### src/rtl/csl_run_ctl.sv
// csl_run_ctl: console run-control for the KS-10 CPU.
// Holds RUN/HALT status and the console request flags. The microcode clears the
// request flags.
// Optional instruction N-step counter, built only when CSL_STEP_EN is defined.
// Without CSL_STEP_EN:
//   - the FSM has only STOP and RUN;
//   - the step inputs are ignored;
//   - the step outputs read 0.
// Every state update is qualified by clken. rst is synchronous and wins over clken.
// runState exposes the FSM state for debug: 0 = STOP, 1 = RUN, 2 = STEP.
module csl_run_ctl #(
   parameter int NCH = 2,
   parameter int CW  = 16
) (
   input  logic          clk,
   input  logic          rst,
   input  logic          clken,
   input  logic          specCONS,
   input  logic          consSET_HALT,
   input  logic          consCLR_HALT,
   input  logic          consCLR_RUN,
   input  logic [NCH-1:0] consCLR,
   input  logic [NCH-1:0] cslREQ,
   input  logic          cslRUN,
   input  logic          cslHALT,
   input  logic          debugHALT,
   input  logic          cslSTEP,
   input  logic [CW-1:0] cslSTEPCNT,
   input  logic          instDONE,
   output logic          cpuRUN,
   output logic          cpuHALT,
   output logic [NCH-1:0] cpuREQ,
   output logic          stepBUSY,
   output logic [CW-1:0] stepREM,
   output logic          stepDONE,
   output logic [1:0]    runState
);

   typedef enum logic [1:0] {
      STOP = 2'd0,
      RUN  = 2'd1,
      STEP = 2'd2
   } runState_t;

   runState_t state;
   runState_t stateNext;
   logic      halt;

   // Any halt source forces STOP, ahead of every other request.
   assign halt = (specCONS & consCLR_RUN) | cslHALT | debugHALT;

   // State register.
   always_ff @(posedge clk) begin
      if (rst)
         state <= STOP;
      else if (clken)
         state <= stateNext;
   end

`ifdef CSL_STEP_EN
   logic [CW-1:0] remQ;
   logic [CW-1:0] remNext;
   logic          doneNext;

   // Next-state and step-count logic.
   // A zero count leaves the CPU stopped. The decrement is guarded so the
   // count can never wrap.
   always_comb begin
      stateNext = state;
      remNext   = remQ;
      doneNext  = 1'b0;
      if (halt) begin
         stateNext = STOP;
         remNext   = '0;
      end else begin
         case (state)
            STOP: begin
               if (cslSTEP) begin
                  if (cslSTEPCNT != '0) begin
                     stateNext = STEP;
                     remNext   = cslSTEPCNT;
                  end
               end else if (cslRUN) begin
                  stateNext = RUN;
               end
            end
            STEP: begin
               if (cslRUN) begin
                  stateNext = RUN;
                  remNext   = '0;
               end else if (instDONE && (remQ != '0)) begin
                  remNext = remQ - 1'b1;
                  if (remQ == {{(CW-1){1'b0}}, 1'b1}) begin
                     stateNext = STOP;
                     doneNext  = 1'b1;
                  end
               end
            end
            default: ;
         endcase
      end
   end

   // Remaining-step counter.
   always_ff @(posedge clk) begin
      if (rst)
         remQ <= '0;
      else if (clken)
         remQ <= remNext;
   end

   // Completion pulse.
   // It is cleared on every clk edge, so it lasts exactly one clk cycle
   // even when clken drops.
   always_ff @(posedge clk) begin
      if (rst)
         stepDONE <= 1'b0;
      else
         stepDONE <= clken & doneNext;
   end

   // Output decode of the run state.
   always_comb begin
      cpuRUN   = (state != STOP);
      stepBUSY = (state == STEP);
      stepREM  = remQ;
      runState = state;
   end
`else
   logic unusedStep;

   // The step inputs are not used in this build.
   assign unusedStep = &{1'b0, cslSTEP, cslSTEPCNT, instDONE};

   // Next-state logic: STOP and RUN only.
   always_comb begin
      stateNext = state;
      if (halt)
         stateNext = STOP;
      else if ((state == STOP) && cslRUN)
         stateNext = RUN;
   end

   // Output decode; the step outputs are tied off.
   always_comb begin
      cpuRUN   = (state != STOP);
      stepBUSY = 1'b0;
      stepREM  = '0;
      stepDONE = 1'b0;
      runState = state;
   end
`endif

   // Halt status: when set and clear arrive together, set wins.
   always_ff @(posedge clk) begin
      if (rst)
         cpuHALT <= 1'b0;
      else if (clken) begin
         if (specCONS & consSET_HALT)
            cpuHALT <= 1'b1;
         else if (specCONS & consCLR_HALT)
            cpuHALT <= 1'b0;
      end
   end

   // Request flags: the console sets them and the microcode clears them.
   // When both arrive together, clear wins.
   always_ff @(posedge clk) begin
      if (rst)
         cpuREQ <= '0;
      else if (clken)
         cpuREQ <= (cpuREQ | cslREQ) & ~({NCH{specCONS}} & consCLR);
   end

endmodule

### config.mk
export PLATFORM = sky130hd
export DESIGN_NAME = csl_run_ctl
export DESIGN_NICKNAME = d
export VERILOG_FILES = /design/src/rtl/csl_run_ctl.sv
export SDC_FILE = /design/constraint.sdc
export NUM_CORES = 1
export LEC_CHECK = 0
export BUFFER_PORTS_ARGS = -buffer_cell sky130_fd_sc_hd__buf_4
export CORE_AREA = 8 8 45 47
export CTS_CLUSTER_DIAMETER = 100
export CTS_CLUSTER_SIZE = 8
export DETAILED_ROUTE_END_ITERATION = 10
export DIE_AREA = 0 0 53 55
export HOLD_SLACK_MARGIN = 0.08
export PLACE_DENSITY = 0.73
export SYNTH_ARGS = -nofsm -noshare
export SYNTH_HDL_FRONTEND = slang
export SYNTH_SLANG_ARGS = --single-unit
export TNS_END_PERCENT = 50
### constraint.sdc
create_clock -name clk -period 0.8 [get_ports clk]
set_clock_uncertainty 0.15 [all_clocks]
set_input_delay 0.08 -clock clk [delete_from_list [all_inputs] [get_ports clk]]
set_output_delay 0.08 -clock clk [all_outputs]
set_load 0.05 [all_outputs]
Word-level counts from Yosys, hierarchy flattened:

Index checks and enable logic that the tools add are counted.

* mux-type cells: 4
* bitwise operators: 9
* reduce and logical (&&, ||, !) cells: 7

Operators with widths (count)
* 2-bit nonzero test: 3
* 2-bit bitwise AND: 2
* 2-bit 2-to-1 mux: 2
* 2-bit AND reduction: 2
* 1-bit bitwise AND: 3
* 2-bit zero test: 1
* 1-bit 2-to-1 mux: 2
* 2-bit NOT: 1
* 1-bit OR: 2
* 2-bit OR: 1
* 1-bit logical AND: 1

* flip-flop bits (word level): 5
* bits of input ports: 32
* output and inout bits: 24
* word-level logic and storage cells: 23

Logic depth before layout (Yosys ltp):

* word-level depth: 5
* gate-level depth with buffers: 3
* gate-level depth less buffers: 2

Least setup slack after synthesis:

OpenSTA, ideal clock, no wires.

* path kind: register to output
* from: register state[0], in the netlist runState[0]
* to: output port runState[0]
* arrival: 914 ps
* data required time: 570 ps
* setup slack: -344 ps
* stages on the path, launching flop included: 2
* path buffers: 1
* cells stage by stage: dfxtp_1 buf_4

RTL lines
* start: declaration: line 45 `runState_t state;`
* start signal: assignment: line 57 `state <= stateNext;`
* end: declaration: line 36 `output logic [1:0] runState`

No word-level cell between the ends.

Final worst setup path:

* from: register state[0], in the netlist runState[0]
* to: output port cpuRUN

* cells in the longest elaborated chain, start to end: 1

Ends and longest elaborated chain
* 2-bit nonzero test: line 146 `cpuRUN = (state != STOP);`
* end: declaration: line 30 `output logic cpuRUN,`

Every way passes these cells.

==> qor.json <==
{
  "dpl_worst_slack": {"value": -0.112, "unit": "ns"},
  "synthFlopType": {"value": "sky130_fd_sc_hd__dfxtp_1"},
  "critical_path.reg2reg.startpoint": {"value": "runState[0]$_SDFFE_PP0P_"},
  "pwr-share-comb": {"value": 0.433},
  "number_of_flops_mapped_to_enable_cells_by_yosys": {"value": 0},
  "setup_ws": {"value": -0.191, "unit": "ns"},
  "placed_area": {"value": 418, "unit": "um^2"},
  "netlist_top_cells_area": {"value": "sky130_fd_sc_hd__buf_4 49%, sky130_fd_sc_hd__dfxtp_1 25%, sky130_fd_sc_hd__a311oi_1 5.4%, sky130_fd_sc_hd__a21oi_1 4.7%, sky130_fd_sc_hd__a211oi_2 3.9%"},
  "net-switching-power": {"value": 0.000401, "unit": "W"},
  "synthDominantAreaCellType": {"value": "sky130_fd_sc_hd__buf_4"},
  "num-nets-final": {"value": 93},
  "detailedRoute.firstIterationViolations": {"value": 5},
  "critPathBufInv": {"value": 1},
  "tritoncts": {"value": "done"},
  "io_buffers": {"value": 18},
  "detail-route-antenna-nets": {"value": 0},
  "cp_data_required_time": {"value": 0.57, "unit": "ns"},
  "ioPinCount": {"value": 56},
  "area_growth": {"value": 56.8, "unit": "%"},
  "design.die.area": {"value": 2920, "unit": "um^2"},
  "timing.critical_path.arrival": {"value": 0.76, "unit": "ns"},
  "post_route_cells_drive_above_1_share": {"value": 0.550},
  "power.share.switching": {"value": 0.443},
  "synth_cell_type_count": {"value": 11},
  "clockBufferDepth": {"value": 2},
  "place.detailed.hpwl": {"value": 785, "unit": "um"},
  "finalCriticalPeriod": {"value": 0.991, "unit": "ns"},
  "post_synth_instance_area": {"value": 322, "unit": "um^2"},
  "async_reset_ff_frac": {"value": 0},
  "post-route-drc-count": {"value": 0},
  "power.sequential.fraction": {"value": 0.245},
  "fill_cells": {"value": 155},
  "yosys_register_bits": {"value": 4},
  "initial_antenna_violation_count": {"value": 0},
  "timing_worst_setup_path_type": {"value": "flip-flop to output port"},
  "die_x": {"value": 53, "unit": "um"},
  "std_cell_rows": {"value": 14},
  "maxClockFrequency": {"value": 1.01, "unit": "GHz"},
  "finalHoldViolCount": {"value": 4},
  "regToRegEndpoint": {"value": "runState[0]$_SDFFE_PP0P_"},
  "synth_top_area_frac": {"value": 0.490},
  "internal-power": {"value": 0.000503, "unit": "W"},
  "average_cell_area_after_synthesis": {"value": 8.69, "unit": "um^2"},
  "core_area": {"value": 1380, "unit": "um^2"},
  "reg2regPathDepth": {"value": 3},
  "synth_top_cells_by_count": {"value": "21 x sky130_fd_sc_hd__buf_4, 4 x sky130_fd_sc_hd__dfxtp_1, 3 x sky130_fd_sc_hd__a21oi_1"},
  "synth.most_common_cell": {"value": "sky130_fd_sc_hd__buf_4"},
  "rrSetupSlack": {"value": -0.12, "unit": "ns"},
  "fp.dieH": {"value": 55, "unit": "um"},
  "grt_setup_unrepaired": {"value": "yes"},
  "cp-end-kind": {"value": "output port"},
  "path_cells": {"value": "buf_8"},
  "violations": {"value": "hold timing, setup timing"},
  "critPathLaunch": {"value": "runState[0]$_SDFFE_PP0P_"},
  "cp-endpoint": {"value": "cpuRUN"},
  "drt-vias-per-instance": {"value": 3.74},
  "cts-buffers-inserted": {"value": 3},
  "finalSetupViolCount": {"value": 8},
  "globalRouteTotalUtil": {"value": 0.0595},
  "critical_path.max_stage_delay": {"value": 0.37, "unit": "ns"},
  "number_of_global_route_vias_before_repair": {"value": 289},
  "synth.yosys.seq_area_share": {"value": 0.249},
  "routed_wl": {"value": 935, "unit": "um"},
  "ir_worst_vdd": {"value": 0.000459, "unit": "V"},
  "critPathLaunchType": {"value": "flip-flop"},
  "yosys_warnings": {"value": 0},
  "critPathMaxFanout": {"value": 3},
  "run_status": {"value": "finished with violations"},
  "power_density_over_cell_area": {"value": 1790, "unit": "nW/um^2"},
  "starting_density_of_the_core": {"value": 0.232},
  "firstDrtPassIters": {"value": 3},
  "globalRoute.totalOverflow": {"value": 0},
  "grt_first_pass_wirelength": {"value": 1170, "unit": "um"},
  "critical_path_cell_count": {"value": 1},
  "finalCritPeriodShare": {"value": 1.24},
  "cts.sink_count": {"value": 4},
  "cts.htree.levels": {"value": 1},
  "clkLatencyLatePin": {"value": 0.24, "unit": "ns"},
  "antenna_cells": {"value": 0},
  "hold_path_class": {"value": "input port to flip-flop"},
  "wl_per_cell": {"value": 12.3, "unit": "um"},
  "clock_pin_transition_on_the_worst_setup_and_hold_timing_paths": {"value": 0.04, "unit": "ns"},
  "fin_hold_ws": {"value": -0.128, "unit": "ns"},
  "timing.max_cap.violations": {"value": 0},
  "synth_cells": {"value": 37},
  "maxSlewViolCount": {"value": 0},
  "leakage_component_of_the_power": {"value": 0.253, "unit": "nW"},
  "post-route-util": {"value": 0.364},
  "cp_top_family": {"value": "flip-flops"},
  "grt_start_max_net_pins": {"value": 9},
  "detailroute.via_count": {"value": 284},
  "place.gp.congestion": {"value": 0.638},
  "post_route_cell_area": {"value": 504, "unit": "um^2"},
  "clk_root_buffer_cell": {"value": "sky130_fd_sc_hd__clkbuf_4"},
  "critical_path.slowest_cell": {"value": "sky130_fd_sc_hd__dfxtp_4"},
  "share_clk_of_total_power": {"value": 0.323}
}
[layout make-up]
cell class / instances / area, um^2 / share of cell area
clock buffer: 4 / 26.3 / 0.0521
tap: 16 / 20.0 / 0.0397
timing repair buffer: 22 / 203 / 0.402
multi-input combinational: 30 / 163 / 0.323
sequential: 4 / 92.6 / 0.184
[layer usage]
metal | vias to the layer above | wire [um] | track usage
met2 | 17 | 565 | 0.113
met5 | - | 0 | 0
met4 | 0 | 43 | 0.0517
li1 | 132 | - | -
met1 | 131 | 233 | 0.0364
met3 | 4 | 93 | 0.0401
[worst min-delay path by stage]
| stage | from | to | slack [ns] | depth (start not counted) |
|---|---|---|---|---|
| after floorplan | rst | runState[0]$_SDFFE_PP0P_ | -0.006 | 1 |
| after global placement | consCLR[1] | cpuREQ[1]$_SDFFE_PP0P_ | 0.12 | 2 |
| after detailed placement | consCLR[1] | cpuREQ[1]$_SDFFE_PP0P_ | 0.12 | 2 |
| after CTS | consCLR[1] | cpuREQ[1]$_SDFFE_PP0P_ | -0.13 | 2 |
| after global routing | consCLR[0] | cpuREQ[0]$_SDFFE_PP0P_ | -0.13 | 2 |
| final | consCLR[1] | cpuREQ[1]$_SDFFE_PP0P_ | -0.13 | 2 |
[metrics by stage]
step / hold slack [ns] / setup TNS, ns / cells / total power, W
after floorplan: -0.00634 / -0.314 / 55 / 0.000571
after global placement: 0.117 / -0.122 / 69 / 0.000574
after detailed placement: 0.122 / -0.170 / 69 / 0.000577
after CTS: -0.129 / -0.974 / 74 / 0.000896
after global routing: -0.133 / -1.24 / 76 / 0.000942
final: -0.128 / -1.06 / 76 / 0.000904
[registers in the layout, summed over array words and instances (netlist names)]
signal / cells
cpuHALT: 1
cpuREQ: 2
runState: 1
[cell families after synthesis]
logic type | Yosys count | share of synthesized area
buf+inv | 21 | 0.490
other cells | 1 | 0.0117
simple gates | 3 | 0.0662
compound gates | 8 | 0.183
flops | 4 | 0.249
[layout by cell type, fill, tap and decap left out]
cell type                  netlist  routed
sky130_fd_sc_hd__conb_1          1      19
sky130_fd_sc_hd__buf_4          21      17
sky130_fd_sc_hd__buf_8           0       5
sky130_fd_sc_hd__a21oi_2         0       3
sky130_fd_sc_hd__clkbuf_4        0       3
sky130_fd_sc_hd__dfxtp_4         0       3
sky130_fd_sc_hd__a311oi_1        2       2
sky130_fd_sc_hd__and3_1          1       1
sky130_fd_sc_hd__nand2b_1        1       1
sky130_fd_sc_hd__nand4b_1        1       1
sky130_fd_sc_hd__o21ai_1         1       1
sky130_fd_sc_hd__a211o_1         1       1
sky130_fd_sc_hd__a211oi_2        1       1
sky130_fd_sc_hd__clkbuf_1        0       1
sky130_fd_sc_hd__dfxtp_2         0       1
[power by group through the flow]
stage / registers, W / clock network [W] / logic, W
6_report: 0.000221 / 0.000292 / 0.000391
3_5_place_dp: 0.000220 / 0 / 0.000357
5_1_grt: 0.000222 / 0.000313 / 0.000406
4_1_cts: 0.000220 / 0.000297 / 0.000378
2_1_floorplan: 0.000261 / 0 / 0.000310
3_3_place_gp: 0.000220 / 0 / 0.000355
[worst register-to-register path: cells and delay by family, from the launching register on]
| family | cells | cell delay, ns |
|---|---|---|
| flip-flops | 1 | 0.35 |
| AO/OA/AOI/OAI | 2 | 0.17 |
| buffers and inverters | 1 | 0.13 |
[timing repair]
action | CTS | global route
setup buffers | 1 | 2
endpoints found under the setup margin | 6 | 8
endpoints found under the hold margin | 4 | 4
gates resized for setup | 8 | 2
No activity file was read; power rests on OpenSTA's default activity.
